==> config.mk <==
export PLATFORM = sky130hd
export DESIGN_NAME = cflow_mr
export DESIGN_NICKNAME = d
export VERILOG_FILES = /design/src/rtl/cflow_pkg.sv /design/src/rtl/cflow_er_match.sv /design/src/rtl/cflow_mr.sv
export SDC_FILE = /design/constraint.sdc
export NUM_CORES = 1
export LEC_CHECK = 0
export CORE_MARGIN = 3
export CORE_UTILIZATION = 25
export CTS_CLUSTER_DIAMETER = 30
export DETAILED_ROUTE_END_ITERATION = 8
export PLACE_DENSITY = 0.46
export SLEW_MARGIN = 20
export SYNTH_ARGS = -nofsm -noshare
export SYNTH_HDL_FRONTEND = slang
export SYNTH_SLANG_ARGS = --single-unit
==> constraint.sdc <==
create_clock -name clk -period 8.9 [get_ports clk]
set_clock_uncertainty 0.05 [all_clocks]
set_input_delay 2.225 -clock clk [delete_from_list [all_inputs] [get_ports clk]]
set_output_delay 2.225 -clock clk [all_outputs]
set_load 0.05 [all_outputs]
==> src/rtl/cflow_pkg.sv <==
// Shared definitions for the control-flow monitor: FSM state encoding, the
// log record layout used by the write engine, and the loop-counter marker.
package cflow_pkg;

  localparam int          MAX_ER     = 4;
  localparam logic [15:0] CNT_MARKER = 16'h0000;

  typedef enum logic [1:0] {
    ST_IDLE   = 2'd0,
    ST_ACTIVE = 2'd1,
    ST_FLUSH  = 2'd2,
    ST_DONE   = 2'd3
  } cflow_state_e;

  // has_cnt prefixes {CNT_MARKER, cnt}; has_br appends {src, dst}.
  typedef struct packed {
    logic        has_cnt;
    logic [15:0] cnt;
    logic        has_br;
    logic [15:0] src;
    logic [15:0] dst;
  } cflow_rec_t;

endpackage

==> src/rtl/cflow_er_match.sv <==
// Combinational region compare: per-region entry hits on er_min, lowest-index
// encoding of the entry vector, and exit hit on the active region's er_max.
module cflow_er_match
  import cflow_pkg::*;
#(
  parameter int NUM_ER = 2
) (
  input  logic [15:0]          pc_i,
  input  logic [16*NUM_ER-1:0] er_min_i,
  input  logic [16*NUM_ER-1:0] er_max_i,
  input  logic [1:0]           er_id_i,
  output logic [MAX_ER-1:0]    entry_vec_o,
  output logic [1:0]           entry_id_o,
  output logic                 exit_hit_o
);

  logic [MAX_ER-1:0] exit_vec;

  for (genvar gi = 0; gi < MAX_ER; gi++) begin : g_cmp
    if (gi < NUM_ER) begin : g_used
      assign entry_vec_o[gi] = (pc_i == er_min_i[16*gi +: 16]);
      assign exit_vec[gi]    = (pc_i == er_max_i[16*gi +: 16]);
    end else begin : g_unused
      assign entry_vec_o[gi] = 1'b0;
      assign exit_vec[gi]    = 1'b0;
    end
  end

  // Scan downwards so the lowest matching region wins.
  always_comb begin
    entry_id_o = 2'd0;
    for (int i = MAX_ER - 1; i >= 0; i--) begin
      if (entry_vec_o[i]) entry_id_o = 2'(i);
    end
  end

  assign exit_hit_o = exit_vec[er_id_i];

endmodule

==> src/rtl/cflow_mr.sv <==
// Control-flow monitor: logs (src,dest) branch pairs taken inside an executable
// region into a word log. Optional loop compression under CFLOW_LOOP_CMP_EN.
module cflow_mr
  import cflow_pkg::*;
#(
  parameter int          NUM_ER   = 2,
  parameter logic [15:0] LOG_SIZE = 16'h0080,
  parameter logic [15:0] LOG_BASE = 16'h0000
) (
  input  logic                 clk,
  input  logic                 puc,
  input  logic [15:0]          pc,
  input  logic [15:0]          pc_nxt,
  input  logic                 branch_detect,
  input  logic [16*NUM_ER-1:0] er_min,
  input  logic [16*NUM_ER-1:0] er_max,
  input  logic                 flush_ack,
  output logic                 hw_wen,
  output logic [15:0]          log_addr,
  output logic [15:0]          log_data,
  output logic [15:0]          cflow_log_ptr,
  output logic                 flush,
  output logic                 er_done,
  output logic [1:0]           er_id,
  output logic                 overflow
);

  cflow_state_e     state_q, state_d;
  logic [1:0]       er_id_q, er_id_d;
  logic             exited_q, exited_d;
  logic [15:0]      ptr_q, ptr_d;
  logic             overflow_q, overflow_d;
  logic             hw_wen_q, hw_wen_d;
  logic [15:0]      log_addr_q, log_addr_d;
  logic [15:0]      log_data_q, log_data_d;
  logic [1:0]       pend_cnt_q, pend_cnt_d;
  logic [2:0][15:0] pend_q, pend_d;
  logic             buf_vld_q, buf_vld_d;
  cflow_rec_t       buf_q, buf_d;

  logic              in_vld;
  cflow_rec_t        in_rec;
  cflow_rec_t        take;
  logic              take_vld, in_direct, emit_vld;
  logic [15:0]       emit_word;
  logic              logging, emit_ok, rec_done, go_flush;
  logic              entry_hit, exit_hit;
  logic [1:0]        entry_id;
  logic [MAX_ER-1:0] entry_vec;

  cflow_er_match #(.NUM_ER(NUM_ER)) u_match (
    .pc_i        (pc),
    .er_min_i    (er_min),
    .er_max_i    (er_max),
    .er_id_i     (er_id_q),
    .entry_vec_o (entry_vec),
    .entry_id_o  (entry_id),
    .exit_hit_o  (exit_hit)
  );

  assign entry_hit = |entry_vec;
  assign logging   = (state_q == ST_ACTIVE);
  assign emit_ok   = (state_q != ST_FLUSH);
  assign rec_done  = emit_ok && (pend_cnt_q == 2'd1);
  // Fill check once a record completes: keep room for one record plus counter.
  assign go_flush  = logging && !exit_hit && rec_done &&
                     (({1'b0, ptr_q} + 17'd3) > ({1'b0, LOG_SIZE} - 17'd2));

`ifdef CFLOW_LOOP_CMP_EN
  logic [15:0] loop_cnt_q, loop_cnt_d, cnt_inc, cnt_now;
  logic        last_vld_q, last_vld_d;
  logic [15:0] last_src_q, last_src_d, last_dst_q, last_dst_d;
  logic        rec_eq;

  always_comb begin
    cnt_inc    = (loop_cnt_q == 16'hFFFF) ? loop_cnt_q : loop_cnt_q + 16'd1;
    rec_eq     = logging && branch_detect && last_vld_q &&
                 (pc == last_src_q) && (pc_nxt == last_dst_q);
    cnt_now    = rec_eq ? cnt_inc : loop_cnt_q;
    loop_cnt_d = cnt_now;
    last_vld_d = last_vld_q;
    last_src_d = last_src_q;
    last_dst_d = last_dst_q;
    in_vld     = 1'b0;
    in_rec     = '0;
    if (logging && branch_detect && !rec_eq) begin
      in_vld         = 1'b1;
      in_rec.has_cnt = (loop_cnt_q != 16'h0000);
      in_rec.cnt     = loop_cnt_q;
      in_rec.has_br  = 1'b1;
      in_rec.src     = pc;
      in_rec.dst     = pc_nxt;
      loop_cnt_d     = 16'h0000;
      last_vld_d     = 1'b1;
      last_src_d     = pc;
      last_dst_d     = pc_nxt;
    end else if (logging && (exit_hit || go_flush) && (cnt_now != 16'h0000)) begin
      in_vld         = 1'b1;
      in_rec.has_cnt = 1'b1;
      in_rec.cnt     = cnt_now;
      loop_cnt_d     = 16'h0000;
    end
  end

  always_ff @(posedge clk or posedge puc) begin
    if (puc) begin
      loop_cnt_q <= 16'h0000;
      last_vld_q <= 1'b0;
      last_src_q <= 16'h0000;
      last_dst_q <= 16'h0000;
    end else begin
      loop_cnt_q <= loop_cnt_d;
      last_vld_q <= last_vld_d;
      last_src_q <= last_src_d;
      last_dst_q <= last_dst_d;
    end
  end
`else
  always_comb begin
    in_vld        = logging && branch_detect;
    in_rec        = '0;
    in_rec.has_br = 1'b1;
    in_rec.src    = pc;
    in_rec.dst    = pc_nxt;
  end
`endif

  always_comb begin
    state_d    = state_q;
    er_id_d    = er_id_q;
    exited_d   = exited_q;
    ptr_d      = ptr_q;
    overflow_d = overflow_q;
    hw_wen_d   = 1'b0;
    log_addr_d = log_addr_q;
    log_data_d = log_data_q;
    pend_cnt_d = pend_cnt_q;
    pend_d     = pend_q;
    buf_vld_d  = buf_vld_q;
    buf_d      = buf_q;
    emit_vld   = 1'b0;
    emit_word  = 16'h0000;
    take_vld   = 1'b0;
    take       = in_rec;
    in_direct  = 1'b0;

    // Word engine: finish the current record, then the buffer, then new input.
    if (emit_ok && (pend_cnt_q != 2'd0)) begin
      emit_vld   = 1'b1;
      emit_word  = pend_q[0];
      pend_d     = {16'h0000, pend_q[2:1]};
      pend_cnt_d = pend_cnt_q - 2'd1;
    end else if (emit_ok && buf_vld_q) begin
      take_vld  = 1'b1;
      take      = buf_q;
      buf_vld_d = 1'b0;
    end else if (emit_ok && in_vld) begin
      take_vld  = 1'b1;
      in_direct = 1'b1;
    end

    if (take_vld) begin
      emit_vld = 1'b1;
      if (take.has_cnt) begin
        emit_word  = CNT_MARKER;
        pend_d     = {take.dst, take.src, take.cnt};
        pend_cnt_d = take.has_br ? 2'd3 : 2'd1;
      end else begin
        emit_word  = take.src;
        pend_d     = {32'h0000_0000, take.dst};
        pend_cnt_d = 2'd1;
      end
    end

    if (emit_vld) begin
      hw_wen_d   = 1'b1;
      log_data_d = emit_word;
      log_addr_d = LOG_BASE + ptr_q;
      ptr_d      = ptr_q + 16'd1;
    end

    // A full buffer at arrival time drops the record even if it drains now.
    if (in_vld && !in_direct) begin
      if (buf_vld_q) begin
        overflow_d = 1'b1;
      end else begin
        buf_vld_d = 1'b1;
        buf_d     = in_rec;
      end
    end

    case (state_q)
      ST_IDLE: begin
        if (entry_hit) begin
          state_d = ST_ACTIVE;
          er_id_d = entry_id;
        end
      end
      ST_ACTIVE: begin
        if (exit_hit)      state_d = ST_DONE;
        else if (go_flush) state_d = ST_FLUSH;
      end
      ST_FLUSH: begin
        if (branch_detect) overflow_d = 1'b1;
        if (flush_ack) begin
          ptr_d    = 16'h0000;
          exited_d = 1'b0;
          state_d  = (exited_q || exit_hit) ? ST_IDLE : ST_ACTIVE;
        end else if (exit_hit) begin
          exited_d = 1'b1;
        end
      end
      ST_DONE: state_d = ST_IDLE;
      default: state_d = ST_IDLE;
    endcase
  end

  always_ff @(posedge clk or posedge puc) begin
    if (puc) begin
      state_q    <= ST_IDLE;
      er_id_q    <= 2'd0;
      exited_q   <= 1'b0;
      ptr_q      <= 16'h0000;
      overflow_q <= 1'b0;
      hw_wen_q   <= 1'b0;
      log_addr_q <= LOG_BASE;
      log_data_q <= 16'h0000;
      pend_cnt_q <= 2'd0;
      pend_q     <= '0;
      buf_vld_q  <= 1'b0;
      buf_q      <= '0;
    end else begin
      state_q    <= state_d;
      er_id_q    <= er_id_d;
      exited_q   <= exited_d;
      ptr_q      <= ptr_d;
      overflow_q <= overflow_d;
      hw_wen_q   <= hw_wen_d;
      log_addr_q <= log_addr_d;
      log_data_q <= log_data_d;
      pend_cnt_q <= pend_cnt_d;
      pend_q     <= pend_d;
      buf_vld_q  <= buf_vld_d;
      buf_q      <= buf_d;
    end
  end

  assign hw_wen        = hw_wen_q;
  assign log_addr      = log_addr_q;
  assign log_data      = log_data_q;
  assign cflow_log_ptr = ptr_q;
  assign flush         = (state_q == ST_FLUSH);
  assign er_done       = (state_q == ST_DONE);
  assign er_id         = er_id_q;
  assign overflow      = overflow_q;

endmodule

# == Word level (Yosys, flattened, before mapping) ==
# Index checks and enable logic that the tools add are counted.
# totals
out_inout_bits,54
inputBits,100
word_cells,98
regBits,139
# op_classes
muxes,43
n_bitwise,1
add_sub_neg,3
magnitude_cmp,2
n_eq_ne,12
n_reduce_logical,21
# ops
cell,count
$mux W48,3
$mux W16,6
$mux W33,2
$eq A16 B16 Y1,4
$mux W1,22
$add A16 B2 Y17 const B,1
$gt A17 B7 Y1 const B,1
$add A16 B1 Y16 const B,1
$mux W2,8
$logic_and A1 B1 Y1,9
$pmux W2 S4,1
$ne A2 B2 Y1 const B,3
$reduce_and A2 Y1,3
$reduce_bool A2 Y1,3
$eq A2 B1 Y1 const B,2
$eq A2 B2 Y1 const B,2
$lt A2 B3 Y1 const B,1
$ne A3 B1 Y1 const B,1
$reduce_and A3 Y1,1
$bmux W1 S2,1
$logic_not A1 Y1,2
$logic_not A2 Y1,1
$reduce_or A2 Y1,1
$sub A2 B1 Y2 const B,1
other kinds (2),2

# == Depth between registers and ports, before layout ==
# Gate-level depths: netlist (run 1).
# depth
word_depth,11
ltp_mapped,10
ltp_nobuf,8

# == Modules after synthesis ==
# From an unflattened synthesis (run 1), not the netlist that was laid out.
# hier_totals
hier_cells,570
area_unflattened_um2,5632.9
# by_module_without_submodules
module,seq_area_each_um2,cells_each,area_per_inst_um2,n_inst
cflow_mr,2652.5,476,4862.2,1
cflow_er_match,0.0,94,770.7,1

# == Worst setup path before layout (run 1) ==
# No wires, ideal clock.
# synth_timing
path_type,input -> register
start,in branch_detect
end,reg ptr_q[14] (netlist: cflow_log_ptr[14])
arrival_ns,3.202
n_path_buf,1
setup_slack_ns,5.516
t_required_ns,8.718
cell_stages,7
setup_ns,0.132
path_cell_list,a21oi_1 a21oi_1 nor2_1 buf_2 nor4_1 xnor2_1 nor2_1
# synth_via
elab_chain_cells,9
# synth_rtl
item,line,source
start: declaration,cflow_mr.sv:14,"input logic branch_detect,"
$logic_and A1 B1 Y1 *,cflow_mr.sv:120,in_vld = logging && branch_detect;
$logic_and A1 B1 Y1 *,cflow_mr.sv:157,end else if (emit_ok && in_vld) begin
$mux W1 *,cflow_mr.sv:157,
$mux W1 *,cflow_mr.sv:153,end else if (emit_ok && buf_vld_q) begin
$mux W1 *,cflow_mr.sv:148,if (emit_ok && (pend_cnt_q != 2'd0)) begin
$mux W1 *,cflow_mr.sv:162,if (take_vld) begin
$mux W16 *,cflow_mr.sv:175,if (emit_vld) begin
$mux W16,cflow_mr.sv:205,if (flush_ack) begin
$mux W16 *,cflow_mr.sv:192,case (state_q)
named net ptr_d[14],cflow_mr.sv:31,"logic [15:0] ptr_q, ptr_d;"
end signal: assignment,cflow_mr.sv:236,ptr_q <= ptr_d;
end: declaration,cflow_mr.sv:31,
# Mark *: on every way through the listed nets, which the timed path passes. The rest lies on a longest branch.
# A chain may end at the register's enable or synchronous reset.

# == Worst setup path in the final report (run 1) ==
# layout_timing
start,in branch_detect
end,reg ptr_q[12] (netlist: cflow_log_ptr[12])
# The elaborated chain is that of the path after synthesis.

==> key figures, run 1 <==
Outcome
  • Run status: finished, final reports clean

Power
  • Proportion of power drawn by flip-flops and latches: approximately 35%
  • Sw frac: 43.65%
  • Comb power frac: 45.8%
  • Psw: 943.0 uW
  • Leakage Power: 3.158 nW
  • Clock power share: 18.8%
  • VDD IR-drop max: 0.1333 mV
  • Power per cell area: about 290 nW/um^2
  • Cell internal pwr: 1.217 mW

Clock network
  • Number of buffers created by CTS: 9
  • Post-CTS Setup Repair Bufs: 0
  • CTS Sinks: ~110
  • Clk_lat worst skew: 0.34 ns
  • Buffer depth of the longest clock path: 2
  • Number of levels in the clock H-tree: 3
  • Hold bufs inserted after CTS: 0
  • CTS Root Buffer Type: sky130_fd_sc_hd__clkbuf_16
  • CTS tree: yes
  • Clock-pin slew reported for the worst setup and hold paths after clock tree synthesis: 0.07 ns
  • Count of cells resized by post-cts repair: 0

Yosys
  • Most instantiated library cell after synthesis: sky130_fd_sc_hd__dfrtp_1
  • Unique masters post-synth: between 50 and 60
  • Total nets after synthesis: 645
  • Most common flop cell mapped by yosys: sky130_fd_sc_hd__dfrtp_1
  • Share of flip-flops with an asynchronous set or reset: 100.0%
  • Part of the Yosys area used for sequential elements: a little under half
  • Synthesized instance count: 540
  • Yosys warning count: 0
  • Average cell area after synthesis: 10.20 sq um
  • Synth top area share: 47.71%
  • Main area contributors after synthesis: sky130_fd_sc_hd__dfrtp_1 (48%), sky130_fd_sc_hd__xnor2_1 (8.6%), sky130_fd_sc_hd__mux2_2 (6.5%)
  • Library cell with the largest summed area after synthesis: sky130_fd_sc_hd__dfrtp_1
  • EDFF count, synth: 0
  • Synthesized cell area: 5508 sq um
  • Synthesized flop and latch total: 105
  • Ranking of synthesized cells by instance count: sky130_fd_sc_hd__dfrtp_1 (105), sky130_fd_sc_hd__nand2_1 (80), sky130_fd_sc_hd__xnor2_1 (54), sky130_fd_sc_hd__o21ai_0 (39), sky130_fd_sc_hd__mux2i_1 (34)

Global route
  • Pin count of the biggest net entering global routing: 60
  • Number of global-route vias before repair: around 4,500
  • Total grt overflow: 0
  • Initial antenna violation count: 0
  • GRT Resource Usage Total: a little over an eighth
  • Wire length of the first global-routing pass: 25,290 um

Final layout
  • Total Nets Final: 779
  • Number of antenna cells inserted: 0
  • Layout cell share with drive strength beyond 1: 8.997%
  • Growth of design area from synthesis to finish: 36.96%

STA
  • Max transition margin: 34.93%
  • RSZ-0062 raised after global routing: false
  • Portion of the clock cycle consumed by the worst path in the final layout: 53.35%
  • Final number of setup-violating endpoints: 0
  • Number of max-slew violations in the final report: 0
  • Final hold viol count: 0
  • Accumulated negative setup slack: 0 ns
  • Final critical-path setup slack: 4.152 ns
  • Worst-Margin Slew: slightly below 1 ns
  • Time the worst path needs with I/O delays and setup: 4.748 ns
  • Maximum clock frequency: 210.6 MHz

Setup path
  • Worst setup path category: input port to register
  • Cells on worst reg2reg path: 8
  • Crit path DAT: 4.96 ns
  • Kind of start point of the critical path: input port
  • Worst reg2reg startpoint: buf_vld_q
  • Worst path required time: 9.11 ns
  • Maximum fanout along the worst path: 57
  • Critical path origin: branch_detect
  • Worst setup EP type: register

Routing
  • First DRT Iteration DRCs: about 250
  • Via density: between 4 and 5
  • First drt pass iteration count: 4
  • Routed wire per std cell: 16.70 um
  • Number of nets with antenna violations after detailed routing: 0
  • Aggregate routed wire length: 15,920 um
  • Drc violations: 0
  • Vias: 4,405

Worst hold path
  • Min-delay src: log_addr[7]
  • Worst min-delay path class: register to register
  • Cells on Worst Hold Path: 2

Die
  • Die Span X: 154.4 um
  • Die outline height: ~150 um
  • IO Pins: 154
  • Starting utilization of the core area: 25.79%
  • Overall die area: 23,850 sq um
  • Core box area: 21,350 sq um
  • Cell Rows: 53

Place
  • Gp weighted congestion: 0.7998
  • Post-DP HPWL: 11,940 um
  • Post-placement worst setup slack: 3.772 ns
  • Count of buffers from port buffering: 152

Job
  • Max-cap violations: 0
area by class of cell:
cell class	instances	area, sq um
timing repair buffer	157	1559
fill	2178	13810
clock buffer	10	239.0
clock inverter	5	65.06
multi-input combinational	390	2665
sequential	105	2628
tap	275	344.1
inverter	11	43.79
per-stage QoR:
| step | std cells | hold WS, ns | util (%) | cell area (sq um) | power [mW] |
|---|---|---|---|---|---|
| floorplan | 540 | 0.4007 | - | 5508 | 1.425 |
| global placement | 938 | 0.3986 | 33.90 | 7239 | 1.758 |
| detailed placement | 938 | 0.4056 | 33.90 | 7239 | 1.774 |
| CTS | 953 | 0.4212 | 35.33 | 7543 | 2.195 |
| global route | 953 | 0.4440 | 35.33 | 7543 | 2.302 |
| finish | 953 | 0.4148 | 35.33 | 7543 | 2.160 |
worst paths after layout:
kind | endpoint | slack [ns]
worst max-delay path | cflow_log_ptr[12] | 4.15
worst min-delay path | log_addr[7] | 0.41
worst max register to register | cflow_log_ptr[12] | 5.53
worst min register to register | log_addr[7] | 0.41
max in group asynchronous | buf_q[23] | 5.36
min in group asynchronous | log_addr[12] | 2.27
metal layers:
metal  part of all wire (%)  vias to the layer above  track usage (%)
met2                     50                      102            22.73
met4                   0.76                        0            1.892
met5                      0                        -                0
met1                     45                     2147            17.30
met3                    4.0                       11            2.798
li1                       -                     2145                -
flip-flops by register name (all words and copies together), names as in the netlist:
name and cells:
overflow 1, er_id 1, exited_q 1, log_data 16, pend_q 16, pend_cnt_q 2, buf_q 32, state_q 2
hw_wen 1, cflow_log_ptr 16, log_addr 16, buf_vld_q 1
logic make-up (layout without fill, tap and decap cells):
logic type / Yosys count / in the layout / share of synthesized area [%]
compound gates: 98 / 98 / 10.90
xor+xnor: 62 / 62 / 9.859
fa+ha+maj: 5 / 5 / 1.136
buf+inv: 45 / 183 / 4.089
flops: 105 / 105 / 47.71
mux: 66 / 66 / 12.72
other cells: 1 / 1 / 0.06809
simple gates: 158 / 158 / 13.52
cells in the final DEF, fill, tap and decap left out, types with 3 or more instances in the layout:
master,n
sky130_fd_sc_hd__clkdlybuf4s50_1,152
sky130_fd_sc_hd__dfrtp_1,105
sky130_fd_sc_hd__nand2_1,80
sky130_fd_sc_hd__xnor2_1,54
sky130_fd_sc_hd__o21ai_0,39
sky130_fd_sc_hd__mux2i_1,34
sky130_fd_sc_hd__mux2_2,32
sky130_fd_sc_hd__nor2_1,26
sky130_fd_sc_hd__o22ai_1,16
sky130_fd_sc_hd__a22oi_1,16
sky130_fd_sc_hd__nand4_1,13
sky130_fd_sc_hd__inv_1,10
sky130_fd_sc_hd__a21oi_1,9
sky130_fd_sc_hd__clkbuf_16,9
sky130_fd_sc_hd__xor2_1,8
sky130_fd_sc_hd__nand3_1,6
sky130_fd_sc_hd__nor4_1,6
sky130_fd_sc_hd__nor3_1,5
sky130_fd_sc_hd__ha_1,5
sky130_fd_sc_hd__buf_4,5
sky130_fd_sc_hd__nand2b_1,3
sky130_fd_sc_hd__o21ai_1,3
sky130_fd_sc_hd__clkinv_4,3
worst max-delay path, cell delays in order:
cell	delay, ns
sky130_fd_sc_hd__clkdlybuf4s50_1	0.51
sky130_fd_sc_hd__a21oi_1	0.09
sky130_fd_sc_hd__a21oi_1	0.31
sky130_fd_sc_hd__nor2_4	0.06
sky130_fd_sc_hd__buf_4	0.31
sky130_fd_sc_hd__inv_1	0.60
sky130_fd_sc_hd__nand4_1	0.30
sky130_fd_sc_hd__or3_1	0.38
sky130_fd_sc_hd__a21oi_1	0.15
power by group through the flow:
stage,combinational [mW],clock [mW],sequential [mW]
2_1_floorplan,0.447,0,0.978
3_3_place_gp,0.987,0,0.771
3_5_place_dp,0.999,0,0.775
4_1_cts,1.00,0.423,0.767
5_1_grt,1.07,0.441,0.788
6_report,0.988,0.407,0.765
No activity file was read; power rests on OpenSTA's default activity.
==> run 2, diff against run 1 <==
--- a/config.mk
+++ b/config.mk
@@ -9,7 +9,7 @@
 export CORE_UTILIZATION = 25
 export CTS_CLUSTER_DIAMETER = 30
 export DETAILED_ROUTE_END_ITERATION = 8
-export PLACE_DENSITY = 0.46
+export PLACE_DENSITY = 0.48
 export SLEW_MARGIN = 20
 export SYNTH_ARGS = -nofsm -noshare
 export SYNTH_HDL_FRONTEND = slang
==> constraint.sdc (replaced) <==
create_clock -name clk -period 4.1 [get_ports clk]
set_clock_uncertainty 0.05 [all_clocks]
set_input_delay 1.025 -clock clk [delete_from_list [all_inputs] [get_ports clk]]
set_output_delay 1.025 -clock clk [all_outputs]
set_load 0.05 [all_outputs]
==> run 2 against run 1 <==
Net effect: largest cell class unchanged; power is 120% higher; critical endpoint is now flush; sequential share of layout area is 0.12 points lower; flip-flop and latch count is the same; highest routed layer is now met5; register-to-register slack worse by 4.0 ns.
==> key figures, run 2 (same netlist as run 1, synthesis figures left out) <==
Setup path
  • Maximum fanout along the worst path: 11
  • Buffer and inverter count on the worst path: 2
  • Number of gates on the worst path with buffers counted: 3
  • Dominant delay contributor by cell family on the critical path: buffers and inverters
  • Endpoint of the worst setup timing path: flush
  • Reg-to-reg endpoint: cflow_log_ptr[14]
  • Minimum setup slack among reg-to-reg paths: 1.51 ns
  • Critical-path cell with the highest stage delay: sky130_fd_sc_hd__clkdlybuf4s50_1
  • Worst setup EP type: output pin
  • Worst reg2reg startpoint: buf_vld_q
  • Cells along the critical path: nand2b_1 -> inv_1 -> clkdlybuf4s50_1
  • Cells on worst reg2reg path: 7
  • Kind of start point of the critical path: register
  • CP max stage delay: 0.84 ns
  • Critical path origin: state_q[0]
  • Crit path DAT: 2.15 ns
  • Worst path required time: about 3 ns
  • Worst setup path category: register to output pin

Clock network
  • Clock-pin slew reported for the worst setup and hold paths after clock tree synthesis: 0.07 ns
  • CTS Root Buffer Type: sky130_fd_sc_hd__clkbuf_16
  • Buffer depth of the longest clock path: 2
  • Hold bufs inserted after CTS: 0
  • Number of levels in the clock H-tree: 3
  • CTS Sinks: 105
  • Post-CTS Setup Repair Bufs: 0
  • Clk_lat worst skew: 0.35 ns
  • Count of cells resized by post-cts repair: 0
  • CTS tree: yes
  • Number of buffers created by CTS: 9

STA
  • Accumulated negative setup slack: 0 ns
  • Portion of the clock cycle consumed by the worst path in the final layout: 78.72%
  • Time the worst path needs with I/O delays and setup: about 3.2 ns
  • RSZ-0062 raised after global routing: false
  • Maximum clock frequency: around 310 MHz
  • Hold slack final: ~0.42 ns
  • Max transition margin: 30.91%
  • Final hold viol count: 0
  • Worst-Margin Slew: between 1 and 1.5 ns
  • Final number of setup-violating endpoints: 0
  • Number of max-slew violations in the final report: 0

Global route
  • Number of global-route vias before repair: 4,599
  • Wire length of the first global-routing pass: 26,080 um
  • Initial antenna violation count: 2
  • Total grt overflow: 0
  • Pin count of the biggest net entering global routing: 64
  • GRT Resource Usage Total: 13.76%

Routing
  • First drt pass iteration count: 4
  • Number of nets with antenna violations after detailed routing: 0
  • Aggregate routed wire length: approximately 16,000 um
  • Vias: 4,497
  • Routed wire per std cell: 17.17 um
  • First DRT Iteration DRCs: approximately 280
  • Via density: 4.699
  • Drc violations: 0

Final layout
  • Number of flip-flops in the largest register: 32
  • Total Nets Final: 782
  • Number of antenna cells inserted: 0
  • Top register by number of flip-flops: buf_q
  • Most common cell after layout, fill and taps aside: sky130_fd_sc_hd__clkdlybuf4s50_1
  • Design area: 7569 sq um
  • Growth of design area from synthesis to finish: 37.41%
  • Most frequent cells in the layout: sky130_fd_sc_hd__clkdlybuf4s50_1 (152), sky130_fd_sc_hd__dfrtp_1 (105), sky130_fd_sc_hd__nand2_1 (80)
  • Layout cell share with drive strength beyond 1: 9.384%

Worst hold path
  • Min-delay src: log_addr[4]
  • Worst min-delay path class: register to register

Die
  • Die Span X: 154.4 um
  • Die outline height: 154.4 um
  • Core box area: 21,350 sq um
  • Starting utilization of the core area: 25.79%
  • Overall die area: 23,850 sq um
  • Cell Rows: 53
  • IO Pins: 154

Power
  • VDD IR-drop max: 0.3491 mV
  • Leakage Power: about 3.2 nW
  • Power per cell area: 621.4 nW/um^2

Place
  • Gp weighted congestion: 0.8655
  • Cell area after placement: 7274 sq um
  • Post-DP HPWL: 12,420 um
  • Count of buffers from port buffering: approximately 150

Outcome
  • Run status: finished, final reports clean

Job
  • Max-cap violations: 0
[run 2: cell types whose count changed in the layout (fill, tap and decap cells not counted), sizes merged]
cell | before | now
buf | 5 | 8
bufinv | 1 | 0
clkinv | 3 | 2
inv | 12 | 11
clkbuf | 10 | 14
[run 2: worst min-delay path by stage]
| stage | to | cells past startpoint |
|---|---|---|
| final | log_addr[4] | 2 |
| after global routing | log_addr[8] | 2 |
| after CTS | log_addr[4] | 2 |
| after detailed placement | log_addr[4] | 2 |
| after global placement | log_addr[4] | 2 |
| after floorplan | pend_q[10] | 2 |
[run 2: layout make-up]
class,count,area (sq um)
Fill cell,2188,13780
Multi-Input combinational cell,390,2665
Sequential cell,105,2628
Timing Repair Buffer,160,1594
Tap cell,275,344.1
Clock buffer,14,284.0
Inverter,11,43.79
Clock inverter,2,10.01
[run 2: power breakdown]
part           switching, mW  internal [mW]  total [mW]
logic                   1.37          0.810        2.18
clock network          0.379          0.477       0.856
registers              0.308           1.36        1.67
[run 2: metal layers]
metal | global-route usage, % | up-vias | wire, um | part of all wire (%)
met5 | 0 | - | 28 | 0.17
met4 | 2.313 | 4 | 119 | 0.72
met3 | 3.749 | 14 | 820 | 5.0
met2 | 22.61 | 102 | 8047 | 49
met1 | 18.52 | 2221 | 7415 | 45
li1 | - | 2156 | - | -
[run 2: metrics by stage]
| step | utilization (%) | worst slack (ns) | instances | power, mW |
|---|---|---|---|---|
| 3_3_place_gp | 34.07 | 0.9886 | 941 | 3.844 |
| 3_5_place_dp | 34.07 | 0.9531 | 941 | 3.887 |
| 4_1_cts | 35.44 | 0.8487 | 957 | 4.765 |
| 6_report | 35.44 | 0.8726 | 957 | 4.703 |
| 2_1_floorplan | - | 0.2645 | 540 | 3.093 |
| 5_1_grt | 35.44 | 0.7206 | 957 | 4.998 |
[run 2: worst min-delay path, cell delays in order, from the launching register on]
cell and delay, ns:
sky130_fd_sc_hd__dfrtp_1 0.34, sky130_fd_sc_hd__nand2_1 0.05, sky130_fd_sc_hd__nand2_1 0.05
==> run 3, diff against run 2 <==
--- a/config.mk
+++ b/config.mk
@@ -9,7 +9,7 @@
 export CORE_UTILIZATION = 25
 export CTS_CLUSTER_DIAMETER = 30
 export DETAILED_ROUTE_END_ITERATION = 8
-export PLACE_DENSITY = 0.48
+export PLACE_DENSITY = 0.46
 export SLEW_MARGIN = 20
 export SYNTH_ARGS = -nofsm -noshare
 export SYNTH_HDL_FRONTEND = slang
==> constraint.sdc (replaced) <==
create_clock -name clk -period 3.06 [get_ports clk]
set_clock_uncertainty 0.05 [all_clocks]
set_input_delay 0.765 -clock clk [delete_from_list [all_inputs] [get_ports clk]]
set_output_delay 0.765 -clock clk [all_outputs]
set_load 0.05 [all_outputs]
==> run 3 against run 2 <==
Net effect: die area did not move; via count fell by 1.3%; cell count rose by 0.73%; combinational power rose by 37%; register-to-register slack lost 0.84 ns; setup slack got worse by 0.51 ns; wire length is 0.16% lower; clock-buffer cell count is 4 lower; power rose by 33%; flip-flop and latch count unchanged; clock power grew 30%; largest power group unchanged.
==> key figures, run 3 (same netlist as run 1, synthesis figures left out) <==
Outcome
  • Run status: finished, final reports clean

STA
  • Final hold viol count: 0
  • Maximum clock frequency: 371.2 MHz
  • Max transition margin: between 50% and 60%
  • Time the worst path needs with I/O delays and setup: between 2 and 3 ns
  • Portion of the clock cycle consumed by the worst path in the final layout: 88.03%
  • Number of max-slew violations in the final report: 0
  • Worst-Margin Slew: 0.6932 ns
  • Accumulated negative setup slack: 0 ns
  • Final critical-path setup slack: 0.3663 ns
  • RSZ-0062 raised after global routing: false
  • Final number of setup-violating endpoints: 0

Final layout
  • Top register by number of flip-flops: buf_q
  • Most frequent cells in the layout: sky130_fd_sc_hd__clkdlybuf4s50_1 (151), sky130_fd_sc_hd__dfrtp_1 (105), sky130_fd_sc_hd__nand2_1 (80)
  • Layout cell share with drive strength beyond 1: 10.30%
  • Most common cell after layout, fill and taps aside: sky130_fd_sc_hd__clkdlybuf4s50_1
  • Number of flip-flops in the largest register: 32
  • Number of antenna cells inserted: 0
  • Final cell utilization of the core: roughly 36%
  • Growth of design area from synthesis to finish: 38.35%
  • Total Nets Final: 789

Setup path
  • Worst reg2reg startpoint: er_id[0]
  • Crit path DAT: 1.88 ns
  • Critical path origin: state_q[1]
  • Worst setup path category: register to output pin
  • Worst setup EP type: output pin
  • Maximum fanout along the worst path: 10
  • Worst path required time: 2.24 ns
  • Kind of start point of the critical path: register

Clock network
  • CTS Root Buffer Type: sky130_fd_sc_hd__clkbuf_16
  • Hold bufs inserted after CTS: 0
  • CTS tree: yes
  • Clk_lat worst skew: 0.35 ns
  • CTS Sinks: roughly 110
  • Number of buffers created by CTS: 9
  • Post-CTS Setup Repair Bufs: 0
  • Number of levels in the clock H-tree: 3
  • Buffer depth of the longest clock path: 2
  • Clock-pin slew reported for the worst setup and hold paths after clock tree synthesis: 0.07 ns

Power
  • Leakage Power: 3.215 nW
  • VDD IR-drop max: 0.4252 mV
  • Power per cell area: 823.5 nW/um^2

Routing
  • Drc violations: 0
  • Routed wire per std cell: roughly 17 um
  • Number of nets with antenna violations after detailed routing: 0
  • First DRT Iteration DRCs: 155
  • Vias: 4,439
  • First drt pass iteration count: 4
  • Via density: 4.605
  • Aggregate routed wire length: 16,400 um

Global route
  • Total grt overflow: 0
  • Initial antenna violation count: 0
  • GRT Resource Usage Total: 13.68%
  • Number of global-route vias before repair: 4,736
  • Wire length of the first global-routing pass: 25,960 um
  • Pin count of the biggest net entering global routing: 106

Place
  • Gp weighted congestion: 0.8003
  • Post-DP HPWL: 12,240 um
  • Count of buffers from port buffering: 152
  • Post-placement worst setup slack: 0.2303 ns

Die
  • IO Pins: 154
  • Core box area: 21,350 sq um
  • Cell Rows: 53
  • Overall die area: 23,850 sq um
  • Starting utilization of the core area: 25.79%
  • Die outline height: 154.4 um
  • Die Span X: 154.4 um

Job
  • Max-cap violations: 0

Worst hold path
  • Worst min-delay path class: register to register
  • Min-delay src: log_addr[7]
## run 3: critical path, stage by stage (launching register included)
cell                              delay [ns]
sky130_fd_sc_hd__dfrtp_1                0.55
sky130_fd_sc_hd__and2_1                 0.18
sky130_fd_sc_hd__clkdlybuf4s50_1        0.80
## run 3: path summary, 6_finish.rpt
kind | end | slack (ns) | depth (start not counted)
setup / recovery | er_done | 0.37 | 2
hold / removal | log_addr[7] | 0.42 | 2
setup reg to reg | state_q[0] | 0.67 | 7
hold reg to reg | log_addr[7] | 0.42 | 2
max in group asynchronous | log_addr[9] | 1.62 | 3
min in group asynchronous | log_addr[14] | 0.86 | 3
## run 3: layer usage
metal	part of all wire (%)	wire [um]	track usage (%)
met4	0.81	133	2.397
met3	5.1	840	3.637
met5	0	0	0
met1	44	7211	17.63
met2	50	8219	23.40
## run 3: what timing repair did
item                                    4_1_cts  5_1_grt
hold endpoints to repair                      0        0
endpoints found under the setup margin        0        1
resized for setup                             0        1
## run 3: stage by stage
stage | hold WS [ns] | power, mW | cells | instance area [sq um]
after floorplan | 0.4007 | 4.145 | 540 | 5512
after global placement | 0.4006 | 5.200 | 948 | 7341
after detailed placement | 0.4074 | 5.256 | 948 | 7341
after CTS | 0.4233 | 6.394 | 964 | 7617
after global routing | 0.4396 | 6.706 | 964 | 7620
final | 0.4158 | 6.275 | 964 | 7620
## run 3: area by class of cell
| class | count | area [sq um] |
|---|---|---|
| fillers | 2197 | 13730 |
| multi-input cells | 390 | 2665 |
| flip-flops and latches | 105 | 2628 |
| repair buffers | 167 | 1662 |
| well taps | 275 | 344.1 |
| clock buffers | 10 | 229.0 |
| clock inverters | 6 | 47.55 |
| inverters | 11 | 45.04 |
## run 3: where the power goes
part           leakage [nW]  total (mW)  switching [mW]  internal, mW
Sequential             1.39        2.18           0.361          1.82
Combinational          1.69        2.99            1.87          1.12
Clock                 0.134        1.11           0.543         0.563
Total                  3.21        6.27            2.77          3.50
